File: config.mk
export PLATFORM = sky130hd
export DESIGN_NAME = hazard_stall_ctrl
export DESIGN_NICKNAME = d
export VERILOG_FILES = /design/src/rtl/hazard_pkg.sv /design/src/rtl/hazard_mem_wait.sv /design/src/rtl/hazard_stall_ctrl.sv
export SDC_FILE = /design/constraint.sdc
export NUM_CORES = 1
export LEC_CHECK = 0
export ABC_CLOCK_PERIOD_IN_PS = 1300
export BUFFER_PORTS_ARGS = -buffer_cell sky130_fd_sc_hd__clkbuf_2
export CELL_PAD_IN_SITES_DETAIL_PLACEMENT = 0
export CELL_PAD_IN_SITES_GLOBAL_PLACEMENT = 2
export CORE_MARGIN = 4
export CORE_UTILIZATION = 19
export CTS_BUF_LIST = sky130_fd_sc_hd__clkbuf_2
export DETAILED_ROUTE_END_ITERATION = 6
export GPL_TIMING_DRIVEN = 0
export PLACE_DENSITY = 0.78
export SLEW_MARGIN = 20
export SYNTH_ARGS = -nofsm -noshare
export SYNTH_HDL_FRONTEND = slang
export SYNTH_SLANG_ARGS = --single-unit
File: constraint.sdc
create_clock -name clk -period 1.3 [get_ports clk]
set_input_delay 0.13 -clock clk [delete_from_list [all_inputs] [get_ports clk]]
set_output_delay 0.13 -clock clk [all_outputs]
set_load 0.03 [all_outputs]
File: src/rtl/hazard_pkg.sv
// rtl/hazard_pkg.sv - shared types and constants for the pipeline hazard controller
//
// Contents:
//   hz_state_e  memory-wait FSM state (HZ_RUN, HZ_WAIT)
//   hz_sel_e    which pipeline action the controller selected this cycle
//   REG_ZERO    architectural zero register specifier (never a real dependency)
package hazard_pkg;

    typedef enum logic {
        HZ_RUN  = 1'b0,
        HZ_WAIT = 1'b1
    } hz_state_e;

    typedef enum logic [1:0] {
        SEL_NONE     = 2'd0,
        SEL_FREEZE   = 2'd1,
        SEL_LOAD_USE = 2'd2,
        SEL_BRANCH   = 2'd3
    } hz_sel_e;

    localparam logic [4:0] REG_ZERO = 5'd0;

endpackage

File: src/rtl/hazard_mem_wait.sv
// rtl/hazard_mem_wait.sv - data-memory wait tracker with bounded freeze and sticky timeout
//
// Ports:
//   clk          system clock, rising edge
//   rst          synchronous active-high reset
//   mem_req_i    MEM stage issuing a data-memory access
//   mem_ready_i  data memory completes the access this cycle
//   freeze_o     combinational: hold the back end of the pipeline this cycle
//   timeout_o    sticky: an access exceeded max_wait frozen cycles
module hazard_mem_wait
    import hazard_pkg::*;
#(
    parameter int max_wait  = 15,
    parameter int cnt_width = 4
) (
    input  logic clk,
    input  logic rst,
    input  logic mem_req_i,
    input  logic mem_ready_i,
    output logic freeze_o,
    output logic timeout_o
);

    localparam logic [cnt_width-1:0] MAX_CNT = cnt_width'(max_wait);
    localparam logic [cnt_width-1:0] ONE     = cnt_width'(1);

    hz_state_e             state_q, state_d;
    logic [cnt_width-1:0]  wait_cnt_q, wait_cnt_d;
    logic                  timeout_q, timeout_d;

    // wait_cnt counts frozen cycles already spent on the access; the RUN
    // cycle that starts the wait is frozen cycle 1, so freezing stops once
    // wait_cnt reaches max_wait and the total never exceeds max_wait.
    always_comb begin
        state_d    = state_q;
        wait_cnt_d = wait_cnt_q;
        timeout_d  = timeout_q;
        freeze_o   = 1'b0;
        unique case (state_q)
            HZ_RUN: begin
                if (mem_req_i && !mem_ready_i) begin
                    freeze_o   = 1'b1;
                    state_d    = HZ_WAIT;
                    wait_cnt_d = ONE;
                end
            end
            HZ_WAIT: begin
                if (mem_ready_i) begin
                    state_d    = HZ_RUN;
                    wait_cnt_d = '0;
                end else if (wait_cnt_q < MAX_CNT) begin
                    freeze_o   = 1'b1;
                    wait_cnt_d = wait_cnt_q + ONE;
                end else begin
                    // Give up: release the pipeline and flag the error.
                    state_d    = HZ_RUN;
                    wait_cnt_d = '0;
                    timeout_d  = 1'b1;
                end
            end
            default: begin
                state_d    = HZ_RUN;
                wait_cnt_d = '0;
            end
        endcase
    end

    always_ff @(posedge clk) begin
        if (rst) begin
            state_q    <= HZ_RUN;
            wait_cnt_q <= '0;
            timeout_q  <= 1'b0;
        end else begin
            state_q    <= state_d;
            wait_cnt_q <= wait_cnt_d;
            timeout_q  <= timeout_d;
        end
    end

    assign timeout_o = timeout_q;

endmodule

File: src/rtl/hazard_stall_ctrl.sv
// rtl/hazard_stall_ctrl.sv - central hazard controller for the 5-stage pipeline
//
// Optional feature macro: HAZARD_STATS_EN (adds saturating event counters).
//
// Ports:
//   clk, rst          clock and synchronous active-high reset
//   ID_Rs, ID_Rt      source specifiers of the instruction in ID
//   ID_UsesRt         ID instruction reads rt
//   ID_BranchTaken    branch/jump resolved taken in ID
//   EX_MemRead, EX_Rt load in EX and its destination
//   MEM_Req, MEM_Ready data-memory handshake of the MEM stage
//   PCWrite           1 = PC updates
//   IF_IDWrite        1 = IF/ID holds
//   IF_Flush          1 = IF/ID loads a nop
//   ID_Flush          1 = ID/EX loads a bubble
//   Pipe_Freeze       1 = ID/EX, EX/MEM, MEM/WB hold
//   Mem_Timeout       sticky memory-wait timeout
//   Stat_Stall/Bubble/Flush  (HAZARD_STATS_EN only) cycle counters
module hazard_stall_ctrl
    import hazard_pkg::*;
#(
    parameter int reg_addr_size = 5,
    parameter int max_wait      = 15,
    parameter int cnt_width     = 4,
    parameter int stat_width    = 16
) (
    input  logic                     clk,
    input  logic                     rst,
    input  logic [reg_addr_size-1:0] ID_Rs,
    input  logic [reg_addr_size-1:0] ID_Rt,
    input  logic                     ID_UsesRt,
    input  logic                     ID_BranchTaken,
    input  logic                     EX_MemRead,
    input  logic [reg_addr_size-1:0] EX_Rt,
    input  logic                     MEM_Req,
    input  logic                     MEM_Ready,
    output logic                     PCWrite,
    output logic                     IF_IDWrite,
    output logic                     IF_Flush,
    output logic                     ID_Flush,
    output logic                     Pipe_Freeze,
`ifdef HAZARD_STATS_EN
    output logic [stat_width-1:0]    Stat_Stall,
    output logic [stat_width-1:0]    Stat_Bubble,
    output logic [stat_width-1:0]    Stat_Flush,
`endif
    output logic                     Mem_Timeout
);

    if (max_wait < 1 || max_wait > (2 ** cnt_width) - 1) begin : g_bad_max_wait
        $error("hazard_stall_ctrl: max_wait must fit in 1..2^cnt_width-1");
    end
    if (stat_width < 1) begin : g_bad_stat_width
        $error("hazard_stall_ctrl: stat_width must be at least 1");
    end

    localparam logic [reg_addr_size-1:0] ZERO_REG = reg_addr_size'(REG_ZERO);

    logic    freeze;
    logic    load_use;
    hz_sel_e sel;

    hazard_mem_wait #(
        .max_wait  (max_wait),
        .cnt_width (cnt_width)
    ) u_mem_wait (
        .clk         (clk),
        .rst         (rst),
        .mem_req_i   (MEM_Req),
        .mem_ready_i (MEM_Ready),
        .freeze_o    (freeze),
        .timeout_o   (Mem_Timeout)
    );

    // A load into $zero never produces a value, so it cannot create a hazard.
    assign load_use = EX_MemRead && (EX_Rt != ZERO_REG) &&
                      ((EX_Rt == ID_Rs) || (ID_UsesRt && (EX_Rt == ID_Rt)));

    // A load-use bubble outranks a branch: the held ID instruction re-resolves
    // its branch next cycle, so nothing is lost by deferring it.
    always_comb begin
        sel = SEL_NONE;
        if (!rst) begin
            if (freeze) begin
                sel = SEL_FREEZE;
            end else if (load_use) begin
                sel = SEL_LOAD_USE;
            end else if (ID_BranchTaken) begin
                sel = SEL_BRANCH;
            end
        end
    end

    always_comb begin
        PCWrite     = 1'b1;
        IF_IDWrite  = 1'b0;
        IF_Flush    = 1'b0;
        ID_Flush    = 1'b0;
        Pipe_Freeze = 1'b0;
        unique case (sel)
            SEL_FREEZE: begin
                PCWrite     = 1'b0;
                IF_IDWrite  = 1'b1;
                Pipe_Freeze = 1'b1;
            end
            SEL_LOAD_USE: begin
                PCWrite    = 1'b0;
                IF_IDWrite = 1'b1;
                ID_Flush   = 1'b1;
            end
            SEL_BRANCH: begin
                IF_Flush = 1'b1;
            end
            default: begin
                PCWrite = 1'b1;
            end
        endcase
    end

`ifdef HAZARD_STATS_EN
    localparam logic [stat_width-1:0] STAT_ONE = stat_width'(1);

    logic [stat_width-1:0] stat_stall_q, stat_bubble_q, stat_flush_q;

    always_ff @(posedge clk) begin
        if (rst) begin
            stat_stall_q  <= '0;
            stat_bubble_q <= '0;
            stat_flush_q  <= '0;
        end else begin
            if (sel == SEL_FREEZE && stat_stall_q != '1) begin
                stat_stall_q <= stat_stall_q + STAT_ONE;
            end
            if (sel == SEL_LOAD_USE && stat_bubble_q != '1) begin
                stat_bubble_q <= stat_bubble_q + STAT_ONE;
            end
            if (sel == SEL_BRANCH && stat_flush_q != '1) begin
                stat_flush_q <= stat_flush_q + STAT_ONE;
            end
        end
    end

    assign Stat_Stall  = stat_stall_q;
    assign Stat_Bubble = stat_bubble_q;
    assign Stat_Flush  = stat_flush_q;
`endif

endmodule
# Yosys cells after proc, flatten, opt, wreduce, memory -nomap -nowiden
# Cells that the tools add are included.
# totals
ff_bits	6
inputBits	22
out_inout_bits	6
word_cells	40
# op_classes
add_sub_neg	1
order_cmp	1
eq_ne	6
n_mux	17
bitwise_logic	3
n_reduce_logical	9
# ops
operator	count
4-bit two-way mux	3
5-bit equality test	2
1-bit two-way mux	8
2-bit two-way mux	4
4-bit one-hot mux with 2 select lines	1
5-bit nonzero test	1
4-bit by 1-bit adder with 4-bit output, second input constant	1
2-bit equality test, second input constant	2
1-bit logical AND	4
4-bit less-than comparator, second input constant	1
1-bit NOT	3
3-bit AND reduction	1
2-bit by 1-bit equality test with 1-bit output, second input constant	1
2-bit by 1-bit != test with 1-bit output, second input constant	1
1-bit one-hot mux with 2 select lines	1
2-bit OR reduction	1
1-bit logical NOT	1
1-bit logical OR	1

# Longest topological paths before layout
# depth
ltp_word	10
ltp_mapped	5
depth_no_buf	5

# Cells and area by module
# Synthesis repeated with hierarchy kept, for this count alone.
# unflattened
hier_cells	63
area_unflattened_um2	508.0
# modules_own_cells
mod	instances	cells_each	area_each_um2	seq_area_each_um2
hazard_mem_wait	1	31	275.3	120.1
hazard_stall_ctrl	1	32	232.7	0.0

# Worst setup path after synthesis
# No wires, ideal clock.
# synth_path
path_kind	register -> output
start	register u_mem_wait.wait_cnt_q[0]
end	output port IF_IDWrite
arrival_ns	1.823
t_required_ns	1.170
path_slack_ns	-0.653
stages_incl_launch_ff	6
path_buffers	0
cell_sequence	dfxtp_1 -> ha_1 -> and3_1 -> a211o_1 -> nor2_1 -> a21o_1
# synth_via
elab_chain_len	9
elab_cells_between_ends	10
cone_classes	1 x order compare; 2 x eq/ne; 6 x mux; 1 x reduce/logical
# synth_lines
item	line_no	source
start: declaration	hazard_mem_wait.sv:28	logic [cnt_width-1:0] wait_cnt_q, wait_cnt_d;
start signal: assignment	hazard_mem_wait.sv:75	wait_cnt_q <= wait_cnt_d;
4-bit less-than comparator (*)	hazard_mem_wait.sv:51	end else if (wait_cnt_q < MAX_CNT) begin
1-bit two-way mux (*)	hazard_mem_wait.sv:51	
1-bit two-way mux (*)	hazard_mem_wait.sv:48	if (mem_ready_i) begin
1-bit one-hot mux with 2 select lines (*)	hazard_mem_wait.sv:39	unique case (state_q)
2-bit two-way mux (*)	hazard_stall_ctrl.sv:84	if (freeze) begin
2-bit two-way mux (*)	hazard_stall_ctrl.sv:83	if (!rst) begin
2-bit by 1-bit equality test with 1-bit output or 2-bit equality test (tied branches)	hazard_stall_ctrl.sv:100	unique case (sel)
2-bit OR reduction (no source line) (*)	n/a	
1-bit two-way mux (*)	hazard_stall_ctrl.sv:100	
end: declaration	hazard_stall_ctrl.sv:38	output logic IF_IDWrite,
# Mark *: on every way between the ends. The rest lies on a longest branch, timed or not.

# Worst setup path after layout
# layout_path
start	register u_mem_wait.wait_cnt_q[1]
end	output port PCWrite
# layout_via
elab_chain_len	9
elab_cells_between_ends	10
cone_classes	1 x order compare; 2 x eq/ne; 6 x mux; 1 x reduce/logical
# layout_lines
item	line_no	source
4-bit less-than comparator (*)	hazard_mem_wait.sv:51	
1-bit two-way mux (*)	hazard_mem_wait.sv:51	
1-bit two-way mux (*)	hazard_mem_wait.sv:48	
1-bit one-hot mux with 2 select lines (*)	hazard_mem_wait.sv:39	
2-bit two-way mux (*)	hazard_stall_ctrl.sv:84	
2-bit two-way mux (*)	hazard_stall_ctrl.sv:83	
2-bit by 1-bit equality test with 1-bit output or 2-bit equality test (tied branches)	hazard_stall_ctrl.sv:100	
2-bit OR reduction (no source line) (*)	n/a	
1-bit two-way mux (*)	hazard_stall_ctrl.sv:100	
end: declaration	hazard_stall_ctrl.sv:37	output logic PCWrite,
# Marks and branches as above.

==> results_tabular.tex <==
\begin{tabular}{lr}
\hline
Metric & Value \\
\hline
\multicolumn{2}{l}{\textbf{Synthesis}} \\
Synthesized netlist cell count & 58 \\
Number of warnings printed during yosys synthesis & 0 \\
Number of nets produced by synthesis & 81 \\
Fraction of post-synthesis cell area in the top cell type by area & 26.6\% \\
Post-Synthesis Cell Area & 452 sq um \\
Largest cells by area after synthesis & sky130\_fd\_sc\_hd\_\_dfxtp\_1 27\%, sky130\_fd\_sc\_hd\_\_xnor2\_1 21\%, sky130\_fd\_sc\_hd\_\_a21oi\_1 6.6\%, sky130\_fd\_sc\_hd\_\_nor2\_1 6.6\%, sky130\_fd\_sc\_hd\_\_a22oi\_1 3.3\% \\
Synth cell types & 22 \\
Average instance area after synthesis & between 7 and 8 sq um \\
Number of flip-flops and latches in the synthesized netlist & 6 \\
Leading area contributor after synthesis & sky130\_fd\_sc\_hd\_\_dfxtp\_1 \\
Fraction of the yosys area taken by sequential cells & a little over a quarter \\
\multicolumn{2}{l}{\textbf{Power}} \\
Leakage & about 0.34 nW \\
Total internal power & 339 uW \\
Reported net switching power & 158 uW \\
Pwr Density & 639 nW/um\^{}2 \\
Portion of total power attributed to combinational logic & 33.9\% \\
Share of power burned in registers & around two fifths \\
Switching part of the total power & 31.7\% \\
Worst vdd rail ir drop & 0.438 mV \\
Clock power share & 27.1\% \\
Overall power of the completed layout & 497 uW \\
\multicolumn{2}{l}{\textbf{Floorplanning}} \\
Die Y-Extent & 56.8 um \\
Horizontal die dimension & 56.8 um \\
Top Ports & 28 \\
Die Outline Area & 3220 sq um \\
Initial standard-cell utilization of the core & about 20\% \\
Row cnt & 17 \\
Core Region & around 2200 sq um \\
\multicolumn{2}{l}{\textbf{GRT}} \\
Initial antenna violation count & 0 \\
Vias in the first global route & 529 \\
Total congestion overflow & 0 \\
GRT Total Usage & 8.20\% \\
Maximum number of pins on one net before global-route repair & 11 \\
Wire length of the first global-routing pass & 2080 um \\
\multicolumn{2}{l}{\textbf{CTS}} \\
TritonCTS buffer count & 3 \\
CTS tree & done \\
Root Buffer Master & sky130\_fd\_sc\_hd\_\_clkbuf\_2 \\
Maximum level of the CTS H-tree & 1 \\
Clk\_lat worst skew & 0.23 ns \\
Clock tree sinks & 6 \\
Clock buffer depth & 2 \\
Clock-pin slew reported for the worst setup and hold paths after clock tree synthesis & 0.07 ns \\
\multicolumn{2}{l}{\textbf{Cells and area}} \\
\# diodes & 0 \\
Fill cells & 257 \\
Proportion of layout cells with a drive suffix above 1 & 50.0\% \\
Top library cells by usage in the layout, fill and taps aside & 24 x sky130\_fd\_sc\_hd\_\_clkbuf\_2, 11 x sky130\_fd\_sc\_hd\_\_xnor2\_1, 7 x sky130\_fd\_sc\_hd\_\_nor2\_1, 5 x sky130\_fd\_sc\_hd\_\_buf\_4 \\
Final Non-Filler Cells & 120 \\
Post-synthesis to final-layout area growth & 72.0\% \\
Final nets & roughly 120 \\
Area taken by flip-flops and latches & 123 sq um \\
Final core occ & 34.8\% \\
Commonest non-fill, non-tap cell in the layout & sky130\_fd\_sc\_hd\_\_clkbuf\_2 \\
Multi-input logic area & 373 sq um \\
\multicolumn{2}{l}{\textbf{Detailed routing}} \\
Uppermost signal routing layer after detailed routing & met4 \\
Drt drc & 0 \\
Routed via count & 528 \\
Post-Route WL & 1260 um \\
Post-DR wirelength/cell & roughly 11 um \\
Average via count per standard cell & 4.40 \\
Met3 routed WL & 176 um \\
Number of nets with antenna violations after detailed routing & 0 \\
Met1 layer wirelength in the final routing & 488 um \\
First drt pass iteration count & 4 \\
Starting DRC count in detailed routing & 3 \\
WL met2 & 587 um \\
\multicolumn{2}{l}{\textbf{STA}} \\
Hold violation total from the final report & 0 \\
Worst slew pin tran & between 0.5 and 0.6 ns \\
Post-layout worst setup margin & -0.456 ns \\
RSZ-0062 raised after global routing & yes \\
TNS Setup & -2.15 ns \\
Final period utilization & 135\% \\
Relative slew slack & 65.1\% \\
Number of setup violations in the final report & 5 \\
Max Clock Freq & 569 MHz \\
Setup skew after layout & 0.0130 ns \\
Min Clock Period, post-route & 1.76 ns \\
Final Max Tran Viols & 0 \\
\multicolumn{2}{l}{\textbf{Worst hold path}} \\
Min-delay worst type & in2reg \\
\multicolumn{2}{l}{\textbf{Critical path}} \\
Sort of element at the end of the critical path & output pin \\
CP Data Required Time & 1.17 ns \\
Data arrival at the endpoint of the critical path & between 1.5 and 2 ns \\
Critical setup path kind & reg2out \\
Category of the worst setup path launch point & register \\
Maximum fanout along the worst path & 4 \\
\multicolumn{2}{l}{\textbf{Job}} \\
Max\_cap viols & 0 \\
\multicolumn{2}{l}{\textbf{Outcome}} \\
Result of the run & finished with violations \\
Failing checks & negative setup slack \\
\multicolumn{2}{l}{\textbf{Place}} \\
Dpl cells & 112 \\
Port buffer count & 26 \\
Half-perimeter wire length after placement & 959 um \\
DP Worst Slack & -0.321 ns \\
Final GP Congestion & 0.675 \\
\hline
\end{tabular}
-- power by group through the flow --
| stage | Sequential [mW] | Combinational (mW) | Clock (mW) |
|---|---|---|---|
| 6_report | 0.194 | 0.168 | 0.135 |
| 5_1_grt | 0.195 | 0.186 | 0.150 |
| 4_1_cts | 0.194 | 0.168 | 0.141 |
| 3_5_place_dp | 0.198 | 0.148 | 0 |
| 3_3_place_gp | 0.198 | 0.147 | 0 |
| 2_1_floorplan | 0.198 | 0.0914 | 0 |
-- synth_stat cells --
master	count
sky130_fd_sc_hd__a211o_1	1
sky130_fd_sc_hd__ha_1	1
sky130_fd_sc_hd__o22ai_1	2
sky130_fd_sc_hd__nor2b_1	2
sky130_fd_sc_hd__xor2_1	1
sky130_fd_sc_hd__nand2_1	3
sky130_fd_sc_hd__nor2_1	8
sky130_fd_sc_hd__nand3_1	2
sky130_fd_sc_hd__and4b_1	1
sky130_fd_sc_hd__buf_2	1
sky130_fd_sc_hd__a22oi_1	2
sky130_fd_sc_hd__and3_1	1
sky130_fd_sc_hd__a21o_1	1
sky130_fd_sc_hd__o21ai_2	1
sky130_fd_sc_hd__dfxtp_1	6
sky130_fd_sc_hd__or4_1	1
sky130_fd_sc_hd__nand4_1	1
sky130_fd_sc_hd__nand3b_1	2
sky130_fd_sc_hd__nand2b_1	1
sky130_fd_sc_hd__xnor2_1	11
sky130_fd_sc_hd__a21oi_1	6
sky130_fd_sc_hd__inv_1	3
-- cells by family (layout without fill, tap and decap cells) --
logic type,after synthesis,after routing,synth area share [%]
AND/OR/NAND/NOR,22,22,25.5
AO/OA/AOI/OAI,13,13,18.3
buffers and inverters,4,38,3.60
adder cells (fa/ha/maj),1,1,2.77
flip-flops,6,6,26.6
XOR/XNOR,12,12,23.3
-- flip-flops by register name, summed over array words and instances (netlist names) --
register	flops
u_mem_wait.state_q	1
u_mem_wait.timeout_o	1
u_mem_wait.wait_cnt_q	4
-- final timing paths --
kind         cells after the start                  endpoint  slack, ns                      from
min reg2reg                      2      u_mem_wait.timeout_o       0.49      u_mem_wait.timeout_o
max reg2reg                      6  u_mem_wait.wait_cnt_q[2]       0.12  u_mem_wait.wait_cnt_q[1]
min                              3        u_mem_wait.state_q       0.21                 MEM_Ready
max                              6                   PCWrite      -0.46  u_mem_wait.wait_cnt_q[1]
-- stage by stage --
step	hold slack, ns	area [sq um]
final	0.212	777
after global routing	0.214	777
after CTS	0.212	766
after detailed placement	0.455	668
after global placement	0.443	668
after floorplan	0.327	503
-- repair_timing --
action                                  in CTS  in global routing
resized for setup                           11                  3
cloned                                       0                  0
endpoints found under the hold margin        0                  0
setup buffers                                4                  1
pin swaps                                    4                  3
hold buffers                                 0                  0
endpoints found under the setup margin       5                  5
-- metal layers --
layer  track usage (%)  up-vias
met2              14.2       29
met4             0.993        0
met1              8.44      227
met5                 0        -
met3              5.52        2
li1                  -      270
-- final cells by class --
cell class                 instances  share of cell area, %
multi-input combinational         48                   48.0
buffer                             1                  0.644
sequential                         6                   15.8
tap                               28                   4.51
clock buffer                       3                   1.93
inverter                           3                   1.45
timing repair buffer              31                   27.7
-- worst max-delay path, stage by stage (launching register included) --
cell and delay (ns):
sky130_fd_sc_hd__dfxtp_2 0.33, sky130_fd_sc_hd__ha_4 0.15, sky130_fd_sc_hd__and3_4 0.18, sky130_fd_sc_hd__a211o_4 0.35, sky130_fd_sc_hd__nor2_4 0.16, sky130_fd_sc_hd__a21oi_2 0.05
sky130_fd_sc_hd__clkbuf_8 0.18
Power figures use the tool's default switching activity.
